--- src/rtl/mole_game_pkg.sv ---
// Shared types and constants for the whack-a-mole game controller.
package mole_game_pkg;

  typedef enum logic [2:0] {
    IDLE,
    SPAWN,
    UP,
    FEEDBACK,
    OVER
  } state_t;

  localparam int NUM_HOLES = 8;
  localparam int POS_W     = $clog2(NUM_HOLES);
  localparam int SCORE_W   = 8;
  localparam int LFSR_W    = 16;

  // Right-shifting Galois mask for x^16 + x^14 + x^13 + x^11 + 1
  localparam logic [LFSR_W-1:0] LFSR_TAPS = 16'hB400;

  function automatic logic [SCORE_W-1:0] sat_inc(input logic [SCORE_W-1:0] value);
    return (value == '1) ? value : value + SCORE_W'(1);
  endfunction

endpackage

--- src/rtl/mole_lfsr.sv ---
// Free-running 16-bit Galois LFSR; a nonzero seed keeps it out of the all-zero lock-up state.
module mole_lfsr
  import mole_game_pkg::*;
#(
  parameter logic [LFSR_W-1:0] SEED = 16'hACE1
) (
  input  logic              master_clk,
  input  logic              rst_n,
  output logic [LFSR_W-1:0] state
);

  always_ff @(posedge master_clk or negedge rst_n) begin
    if (!rst_n) begin
      state <= SEED;
    end else begin
      state <= {1'b0, state[LFSR_W-1:1]} ^ (state[0] ? LFSR_TAPS : '0);
    end
  end

endmodule

--- src/rtl/mole_game_ctrl.sv ---
// Whack-a-mole sequencer: spawns moles, times the visible window, judges hits,
// holds win/lose feedback for vga_display and keeps score/miss counts.
module mole_game_ctrl
  import mole_game_pkg::*;
#(
  parameter int          TICK_DIV       = 100000,
  parameter int          MOLE_TICKS     = 1500,
  parameter int          FEEDBACK_TICKS = 500,
  parameter int          MAX_MISSES     = 3,
  parameter logic [15:0] LFSR_SEED      = 16'hACE1
) (
  input  logic               master_clk,
  input  logic               rst_n,
  input  logic               start,
  input  logic               hit_valid,
  input  logic [POS_W-1:0]   hit_position,
  output logic [POS_W-1:0]   mole_position,
  output logic               mole_visible,
  output logic               guess_correct,
  output logic               guess_wrong,
  output logic [SCORE_W-1:0] score,
  output logic [SCORE_W-1:0] misses,
  output logic               game_over
);

  localparam int TICK_W  = (TICK_DIV > 1) ? $clog2(TICK_DIV) : 1;
  localparam int TMR_MAX = (MOLE_TICKS > FEEDBACK_TICKS) ? MOLE_TICKS : FEEDBACK_TICKS;
  localparam int TMR_W   = $clog2(TMR_MAX + 1);
  localparam logic [SCORE_W-1:0] MISS_LIMIT = SCORE_W'(MAX_MISSES);

  state_t             state;
  state_t             state_next;
  logic [LFSR_W-1:0]  lfsr;
  logic [TICK_W-1:0]  tick_cnt;
  logic [TMR_W-1:0]   timer;
  logic               tick;
  logic               up_done;
  logic               fb_done;
  logic [POS_W-1:0]   candidate;
  logic [POS_W-1:0]   spawn_pos;
  logic               unused_lfsr_bits;

  mole_lfsr #(
    .SEED (LFSR_SEED)
  ) u_lfsr (
    .master_clk (master_clk),
    .rst_n      (rst_n),
    .state      (lfsr)
  );

  assign unused_lfsr_bits = ^lfsr[LFSR_W-1:POS_W];

  assign tick    = (tick_cnt == TICK_W'(TICK_DIV - 1));
  assign up_done = tick && (timer == TMR_W'(MOLE_TICKS - 1));
  assign fb_done = tick && (timer == TMR_W'(FEEDBACK_TICKS - 1));

  // Never show the mole in the same hole twice running
  assign candidate = lfsr[POS_W-1:0];
  assign spawn_pos = (candidate == mole_position) ? candidate + POS_W'(1) : candidate;

  always_ff @(posedge master_clk or negedge rst_n) begin
    if (!rst_n) begin
      state <= IDLE;
    end else begin
      state <= state_next;
    end
  end

  always_comb begin
    state_next = state;
    case (state)
      IDLE:     if (start) state_next = SPAWN;
      SPAWN:    state_next = UP;
      UP:       if (hit_valid || up_done) state_next = FEEDBACK;
      FEEDBACK: if (fb_done) state_next = (misses >= MISS_LIMIT) ? OVER : SPAWN;
      OVER:     if (start) state_next = SPAWN;
      default:  state_next = IDLE;
    endcase
  end

  // Prescaler and tick timer restart on every state change so windows are exact
  always_ff @(posedge master_clk or negedge rst_n) begin
    if (!rst_n) begin
      tick_cnt <= '0;
      timer    <= '0;
    end else if ((state_next != state) || !((state == UP) || (state == FEEDBACK))) begin
      tick_cnt <= '0;
      timer    <= '0;
    end else if (tick) begin
      tick_cnt <= '0;
      timer    <= timer + TMR_W'(1);
    end else begin
      tick_cnt <= tick_cnt + TICK_W'(1);
    end
  end

  always_ff @(posedge master_clk or negedge rst_n) begin
    if (!rst_n) begin
      mole_position <= '0;
      mole_visible  <= 1'b0;
      guess_correct <= 1'b0;
      guess_wrong   <= 1'b0;
      score         <= '0;
      misses        <= '0;
      game_over     <= 1'b0;
    end else begin
      case (state)
        IDLE, OVER: begin
          if (start) begin
            score     <= '0;
            misses    <= '0;
            game_over <= 1'b0;
          end
        end
        SPAWN: begin
          mole_position <= spawn_pos;
          mole_visible  <= 1'b1;
        end
        UP: begin
          // A hit landing on the timeout cycle wins over the timeout
          if (hit_valid) begin
            mole_visible <= 1'b0;
            if (hit_position == mole_position) begin
              score         <= sat_inc(score);
              guess_correct <= 1'b1;
            end else begin
              misses      <= misses + SCORE_W'(1);
              guess_wrong <= 1'b1;
            end
          end else if (up_done) begin
            mole_visible <= 1'b0;
            misses       <= misses + SCORE_W'(1);
            guess_wrong  <= 1'b1;
          end
        end
        FEEDBACK: begin
          if (fb_done) begin
            guess_correct <= 1'b0;
            guess_wrong   <= 1'b0;
            if (misses >= MISS_LIMIT) game_over <= 1'b1;
          end
        end
        default: ;
      endcase
    end
  end

endmodule

--- config.mk ---
export PLATFORM = sky130hd
export DESIGN_NAME = mole_game_ctrl
export DESIGN_NICKNAME = d
export VERILOG_FILES = /design/src/rtl/mole_game_pkg.sv /design/src/rtl/mole_lfsr.sv /design/src/rtl/mole_game_ctrl.sv
export SDC_FILE = /design/constraint.sdc
export NUM_CORES = 1
export LEC_CHECK = 0
export CORE_AREA = 2 2 101 103
export CTS_CLUSTER_SIZE = 40
export DETAILED_ROUTE_END_ITERATION = 7
export DIE_AREA = 0 0 103 105
export PLACE_DENSITY = 0.56
export SLEW_MARGIN = 20
export SYNTH_ARGS = -nofsm -noshare
export SYNTH_HDL_FRONTEND = slang
export SYNTH_HIERARCHICAL = 1
export SYNTH_SLANG_ARGS = --single-unit
--- constraint.sdc ---
create_clock -name master_clk -period 2.3 [get_ports master_clk]
set_clock_uncertainty 0.2 [all_clocks]
set_input_delay 0.23 -clock master_clk [delete_from_list [all_inputs] [get_ports master_clk]]
set_output_delay 0.23 -clock master_clk [all_outputs]
set_load 0.05 [all_outputs]
==> run_results.csv, run 1 <==
group,metric,value,unit
sta,max_freq,457,MHz
power,p_int,2.45,mW
sta,hold_ws,0.155,ns
routing,routed_via_density,4.90,
sta,period_share,95.2,%
placement,gp_congestion,0.804,
floorplanning,rows,36,
worst_setup_path,path_delay_family,"simple AND/OR/NAND/NOR gates",
worst_setup_path,crit_type,"flop to flop",
sta,rsz0062_at_grt,"true",
worst_setup_path,critPathCaptureType,"flop",
worst_setup_path,crit_cells,7,
synthesis,synth_edf_count,0,
min_path,min_path_cells,0,
grt,grt_pass1_wl,11500,um
power,clockPowerShare,34.0,%
synthesis,syn_area_per_cell,10.4,um^2
clock_tree,path_clk_slew,0.08,ns
floorplanning,die_h,105,um
worst_setup_path,critPathMaxStageDelay,0.37,ns
floorplanning,die_width,103,um
power,peakVddDrop,0.342,mV
power,switching_share,32.6,%
routing,wirelength,6870,um
outcome,status,"complete, no violations",
synthesis,ys_dominant_reg_cell,"dfrtp_1",
synthesis,ys_warn_count,6,
routing,vias,2502,
final_layout,n_fill_cell,964,
final_layout,area_growth,25.6,%
routing,drtPass1Iterations,4,
routing,drtIter0Drc,101,
placement,place_hpwl,4750,um
worst_setup_path,r2r_slack,0.11,ns
clock_tree,clk_root_buffer_cell,"clkbuf_8",
grt,grt_usage,13.5,%
clock_tree,cts_tree,"yes",
routing,postRouteAntennaNets,0,
worst_setup_path,critPathMaxFanout,8,
placement,port_buffers,29,
final_layout,drive_above_1_share,15.3,%
worst_setup_path,worstReg2RegStart,"tick_cnt[1]$_DFF_PN0_",
floorplanning,die-area,0.0108,mm^2
worst_setup_path,critPathBufInv,1,
grt,grt-ovfl-total,0,
clock_tree,clock_sinks,70,
synthesis,syn-num-nets,332,
synthesis,async_flop_share,100,%
power,combPwrFrac,25.2,%
power,seqPwrFrac,40.8,%
power,leakage,1.85,nW
sta,slew-limit-headroom,66.2,%
final_layout,final_common_cell,"dfrtp_1",
clock_tree,htree_levels,3,
worst_setup_path,worstPathRequired,2.34,ns
floorplanning,ios,30,
synthesis,ys_seq_area_share,53.0,%
clock_tree,numCtsBuffers,9,
floorplanning,core,0.00964,mm^2
synthesis,synth_seq_cells,70,
final_layout,register_area,0.00176,mm^2
synthesis,synth_cells,320,
grt,first_global_vias,2490,
worst_setup_path,reg2regPathDepth,7,
power,p_switching,1.19,mW
sta,worstMarginPinSlew,0.506,ns
synthesis,mappedNetlistArea,0.00333,mm^2
synthesis,synth_cell_types,52,
final_layout,multi_input_area,0.00150,mm^2
sta,min_period,2.19,ns
worst_setup_path,arrival,2.23,ns
worst_setup_path,crit_end,"misses[3]$_DFFE_PN0P_",
sta,slew_viol_final,0,
job,drv_cap,0,
routing,routedWlPerCell,13.5,um
sta,finalSetupViolCount,0,
worst_setup_path,critPathSlowestCell,"dfrtp_1",
grt,antenna_found_initial,0,
power,power,3.64,mW
worst_setup_path,path_cells,"ha_2 -> and4_1 -> and4_4 -> a41oi_2 -> buf_4 -> or2_1 -> o31ai_1",
grt,grt_start_max_net_pins,71,
worst_setup_path,crit_start,"tick_cnt[1]$_DFF_PN0_",
power,p_per_area,870,mW/mm^2
final_layout,nNetsFinal,385,
final_layout,layout_common_cells,"dfrtp_1 (62), nor2_1 (37), clkdlybuf4s50_1 (28), nand2_1 (27)",
worst_setup_path,crit_path_start_kind,"flop",
routing,drc,0,
clock_tree,clk_latency,0.34,ns
floorplanning,start_util,34.5,%
final_layout,antenna_cells,0,
min_path,min_path_type,"flop to flop",
worst_setup_path,timing.rr.end,"misses[3]$_DFFE_PN0P_",
clock_tree,cts_buffer_depth,2,
sta,hold_viol,0,
layer usage:
| layer | global-route usage [%] | vias up | routed length, um |
|---|---|---|---|
| li1 | - | 1256 | - |
| met1 | 17.5 | 1215 | 3320 |
| met2 | 21.7 | 23 | 3310 |
| met3 | 2.41 | 8 | 131 |
| met4 | 5.92 | 0 | 117 |
| met5 | 0 | - | 0 |
stage by stage:
stage                     instances  worst slack (ns)  setup TNS [ns]  util (%)  area, um^2
after floorplan                 320           0.00159               0         -        3330
after global placement          493             0.135               0      40.4        3890
after detailed placement        493            0.0660               0      40.4        3890
after CTS                       510            0.0470               0      43.1        4160
after global routing            511           -0.0148         -0.0219      43.4        4180
final                           511             0.110               0      43.4        4180
area by class of cell:
type	count	area share, %
inverter	8	0.719
multi-input combinational	233	35.9
tap	133	3.98
clock buffer	10	3.29
timing repair buffer	51	11.1
clock inverter	6	2.78
sequential	70	42.2
cells in the mapped netlist (all sizes together) (4+ instances only):
cell,n,area [um^2]
dfrtp,62,1550
nor2,37,139
nand2,27,101
xor2,20,175
nand4,17,106
a21oi,16,80.1
nand3,15,75.1
xnor2,13,114
o21ai,11,55.1
dfstp,8,210
inv,8,30.0
nor3,7,35.0
and4,6,52.6
clkbuf,5,18.8
ha,5,62.6
and3,4,25.0
buf,4,31.3
nor3b,4,40.0
o31ai,4,30.0
or3,4,25.0
how the worst min path moves through the flow:
| stage | from | end |
|---|---|---|
| 5_1_grt | u_lfsr/state[6]$_DFF_PN1_ | u_lfsr/state[5]$_DFF_PN1_ |
| 2_1_floorplan | rst_n | game_over$_DFFE_PN0P_ |
| 3_3_place_gp | rst_n | tick_cnt[14]$_DFF_PN0_ |
| 4_1_cts | u_lfsr/state[6]$_DFF_PN1_ | u_lfsr/state[5]$_DFF_PN1_ |
| 3_5_place_dp | rst_n | tick_cnt[14]$_DFF_PN0_ |
| 6_report | u_lfsr/state[3]$_DFF_PN0_ | u_lfsr/state[2]$_DFF_PN0_ |
state kept, by name, indices dropped and copies added (netlist names):
name / count
u_lfsr/state: 16
tick_cnt: 17
mole_visible: 1
misses: 8
state: 3
mole_position: 3
score: 8
guess_wrong: 1
game_over: 1
guess_correct: 1
timer: 11
kinds of logic (layout without fill, tap and decap cells):
family | Yosys count | after routing | synth area share [%]
AO/OA/AOI/OAI | 51 | 51 | 10.3
XOR/XNOR | 33 | 33 | 8.69
adder cells (fa/ha/maj) | 5 | 5 | 1.88
buffers and inverters | 17 | 75 | 2.41
flip-flops | 70 | 70 | 53.0
multiplexers | 3 | 3 | 0.903
AND/OR/NAND/NOR | 141 | 141 | 22.9
what timing repair did:
action                                 4_1_cts  5_1_grt
buffers inserted                             0        1
resized for setup                            0        3
endpoints found under the hold margin       62        0
hold buffers                                 1        0
setup endpoints to repair                    0       15
power by group through the flow:
stage	registers [mW]	logic [mW]	clock network (mW)
finish	1.48	0.915	1.24
global route	1.50	0.998	1.33
global placement	1.50	0.895	0
detailed placement	1.51	0.902	0
floorplan	1.72	0.342	0
CTS	1.49	0.905	1.28
No activity file was read; power rests on OpenSTA's default activity.
==> inputs of run 2 (changes only) <==
==> constraint.sdc (replaced) <==
create_clock -name master_clk -period 2.3 [get_ports master_clk]
set_clock_uncertainty 0.2 [all_clocks]
set_input_delay 0.46 -clock master_clk [delete_from_list [all_inputs] [get_ports master_clk]]
set_output_delay 0.46 -clock master_clk [all_outputs]
set_load 0.05 [all_outputs]
==> run_results.csv, run 2 (synthesis gave the netlist of run 1 again) <==
group,metric,value,unit
sta,slew_viol_final,0,
final_layout,drive_above_1_share,18.7,%
clock_tree,clk_root_buffer_cell,"clkbuf_8",
final_layout,final_util,44.7,%
min_path,min_path_type,"flop to flop",
floorplanning,die-area,0.0108,mm^2
placement,placedCellCount,507,
worst_setup_path,crit_type,"flop to primary output",
grt,grt-ovfl-total,0,
placement,gp_congestion,0.786,
final_layout,antenna_cells,0,
worst_setup_path,worstPathRequired,1.64,ns
final_layout,nNetsFinal,398,
worst_setup_path,critPathCaptureType,"primary output",
final_layout,top_register,"tick_cnt",
outcome,status,"complete, no violations",
floorplanning,rows,36,
sta,setup_tns,0,ns
clock_tree,clock_sinks,70,
routing,postRouteAntennaNets,0,
floorplanning,die_h,105,um
placement,place_hpwl,5030,um
job,drv_cap,0,
worst_setup_path,path_cells,"clkdlybuf4s50_1",
worst_setup_path,crit_path_start_kind,"flop",
routing,vias,2612,
sta,worstMarginPinSlew,0.514,ns
final_layout,top_regs,"tick_cnt x17, u_lfsr/state x16, timer x11",
final_layout,area_growth,29.6,%
sta,period_share,97.4,%
grt,grt_usage,14.2,%
final_layout,layout_common_cells,"dfrtp_1 (62), nor2_1 (37), buf_4 (31), nand2_1 (27), xor2_1 (20)",
clock_tree,numCtsBuffers,9,
power,p_per_area,811,mW/mm^2
clock_tree,path_clk_slew,0.08,ns
sta,hold_ws,0.153,ns
placement,port_buffers,29,
sta,max_freq,446,MHz
sta,rsz0062_at_grt,"false",
placement,post_dp_cell_area,0.00401,mm^2
sta,finalSetupViolCount,0,
floorplanning,start_util,34.5,%
power,peakVddDrop,0.419,mV
routing,wirelength,7160,um
worst_setup_path,arrival,1.58,ns
grt,first_global_vias,2534,
final_layout,final_common_cell,"dfrtp_1",
floorplanning,die_width,103,um
sta,hold_viol,0,
worst_setup_path,critPathSlowestCell,"clkdlybuf4s50_1",
clock_tree,cts_tree,"yes",
routing,drtIter0Drc,99,
sta,min_period,2.24,ns
final_layout,layout.cells.non_filler,524,
routing,drc,0,
routing,drtPass1Iterations,4,
sta,slew-limit-headroom,65.6,%
final_layout,largest_reg_flops,17,
worst_setup_path,critPathBufInv,1,
worst_setup_path,critPathMaxFanout,5,
clock_tree,cts_buffer_depth,2,
power,leakage,2.10,nW
grt,grt_start_max_net_pins,71,
grt,antenna_found_initial,0,
floorplanning,ios,30,
final_layout,fin_area,0.00431,mm^2
grt,grt_pass1_wl,12000,um
floorplanning,core,0.00964,mm^2
clock_tree,htree_levels,3,
clock_tree,clk_latency,0.34,ns
worst_setup_path,critPathMaxStageDelay,0.83,ns
routing,routed_via_density,4.98,
worst_setup_path,path_delay_family,"buffers and inverters",
routing,routedWlPerCell,13.7,um
-- run 2: cell type report --
type / count / area, um^2
Fill cell: 948 / 5330
Sequential cell: 70 / 1760
Multi-Input combinational cell: 233 / 1540
Timing Repair Buffer: 64 / 606
Tap cell: 133 / 166
Clock buffer: 9 / 124
Clock inverter: 7 / 82.6
Inverter: 8 / 30.0
-- run 2: repair_timing --
item	in CTS	in global routing
endpoints found under the hold margin	62	0
endpoints found under the setup margin	5	17
buffers inserted	0	0
hold buffers	1	0
resized for setup	5	20
-- run 2: through the flow --
step           power [mW]  setup slack (ns)
2_1_floorplan        2.07           0.00159
3_3_place_gp         2.49           -0.0350
3_5_place_dp         2.51            -0.179
4_1_cts              3.53           0.00163
5_1_grt              3.70           0.00268
6_report             3.50            0.0598
-- run 2: routing by layer --
metal	routed length (um)	GRT usage [%]	part of all wire, %
met4	94	5.08	1.3
met1	3280	17.9	46
met5	0	0	0
met2	3610	22.6	50
met3	175	4.55	2.4
-- run 2: final timing paths --
path                                                start                          to  slack (ns)  depth (start not counted)
min in group asynchronous                           rst_n      tick_cnt[11]$_DFF_PN0_        0.50                          3
max in group asynchronous                           rst_n  u_lfsr/state[10]$_DFF_PN1_        1.09                          3
worst min register to register  u_lfsr/state[7]$_DFF_PN1_   u_lfsr/state[6]$_DFF_PN1_        0.15                          0
worst min-delay path            u_lfsr/state[7]$_DFF_PN1_   u_lfsr/state[6]$_DFF_PN1_        0.15                          0
worst max register to register       score[0]$_DFFE_PN0P_        score[6]$_DFFE_PN0P_        0.10                          6
worst max-delay path                misses[6]$_DFFE_PN0P_                   misses[6]        0.06                          1
-- run 2: report_power, final --
part	internal, mW	switching [mW]	total [mW]
clock network	0.515	0.512	1.03
registers	1.35	0.131	1.48
logic	0.392	0.602	0.994
total	2.26	1.24	3.50
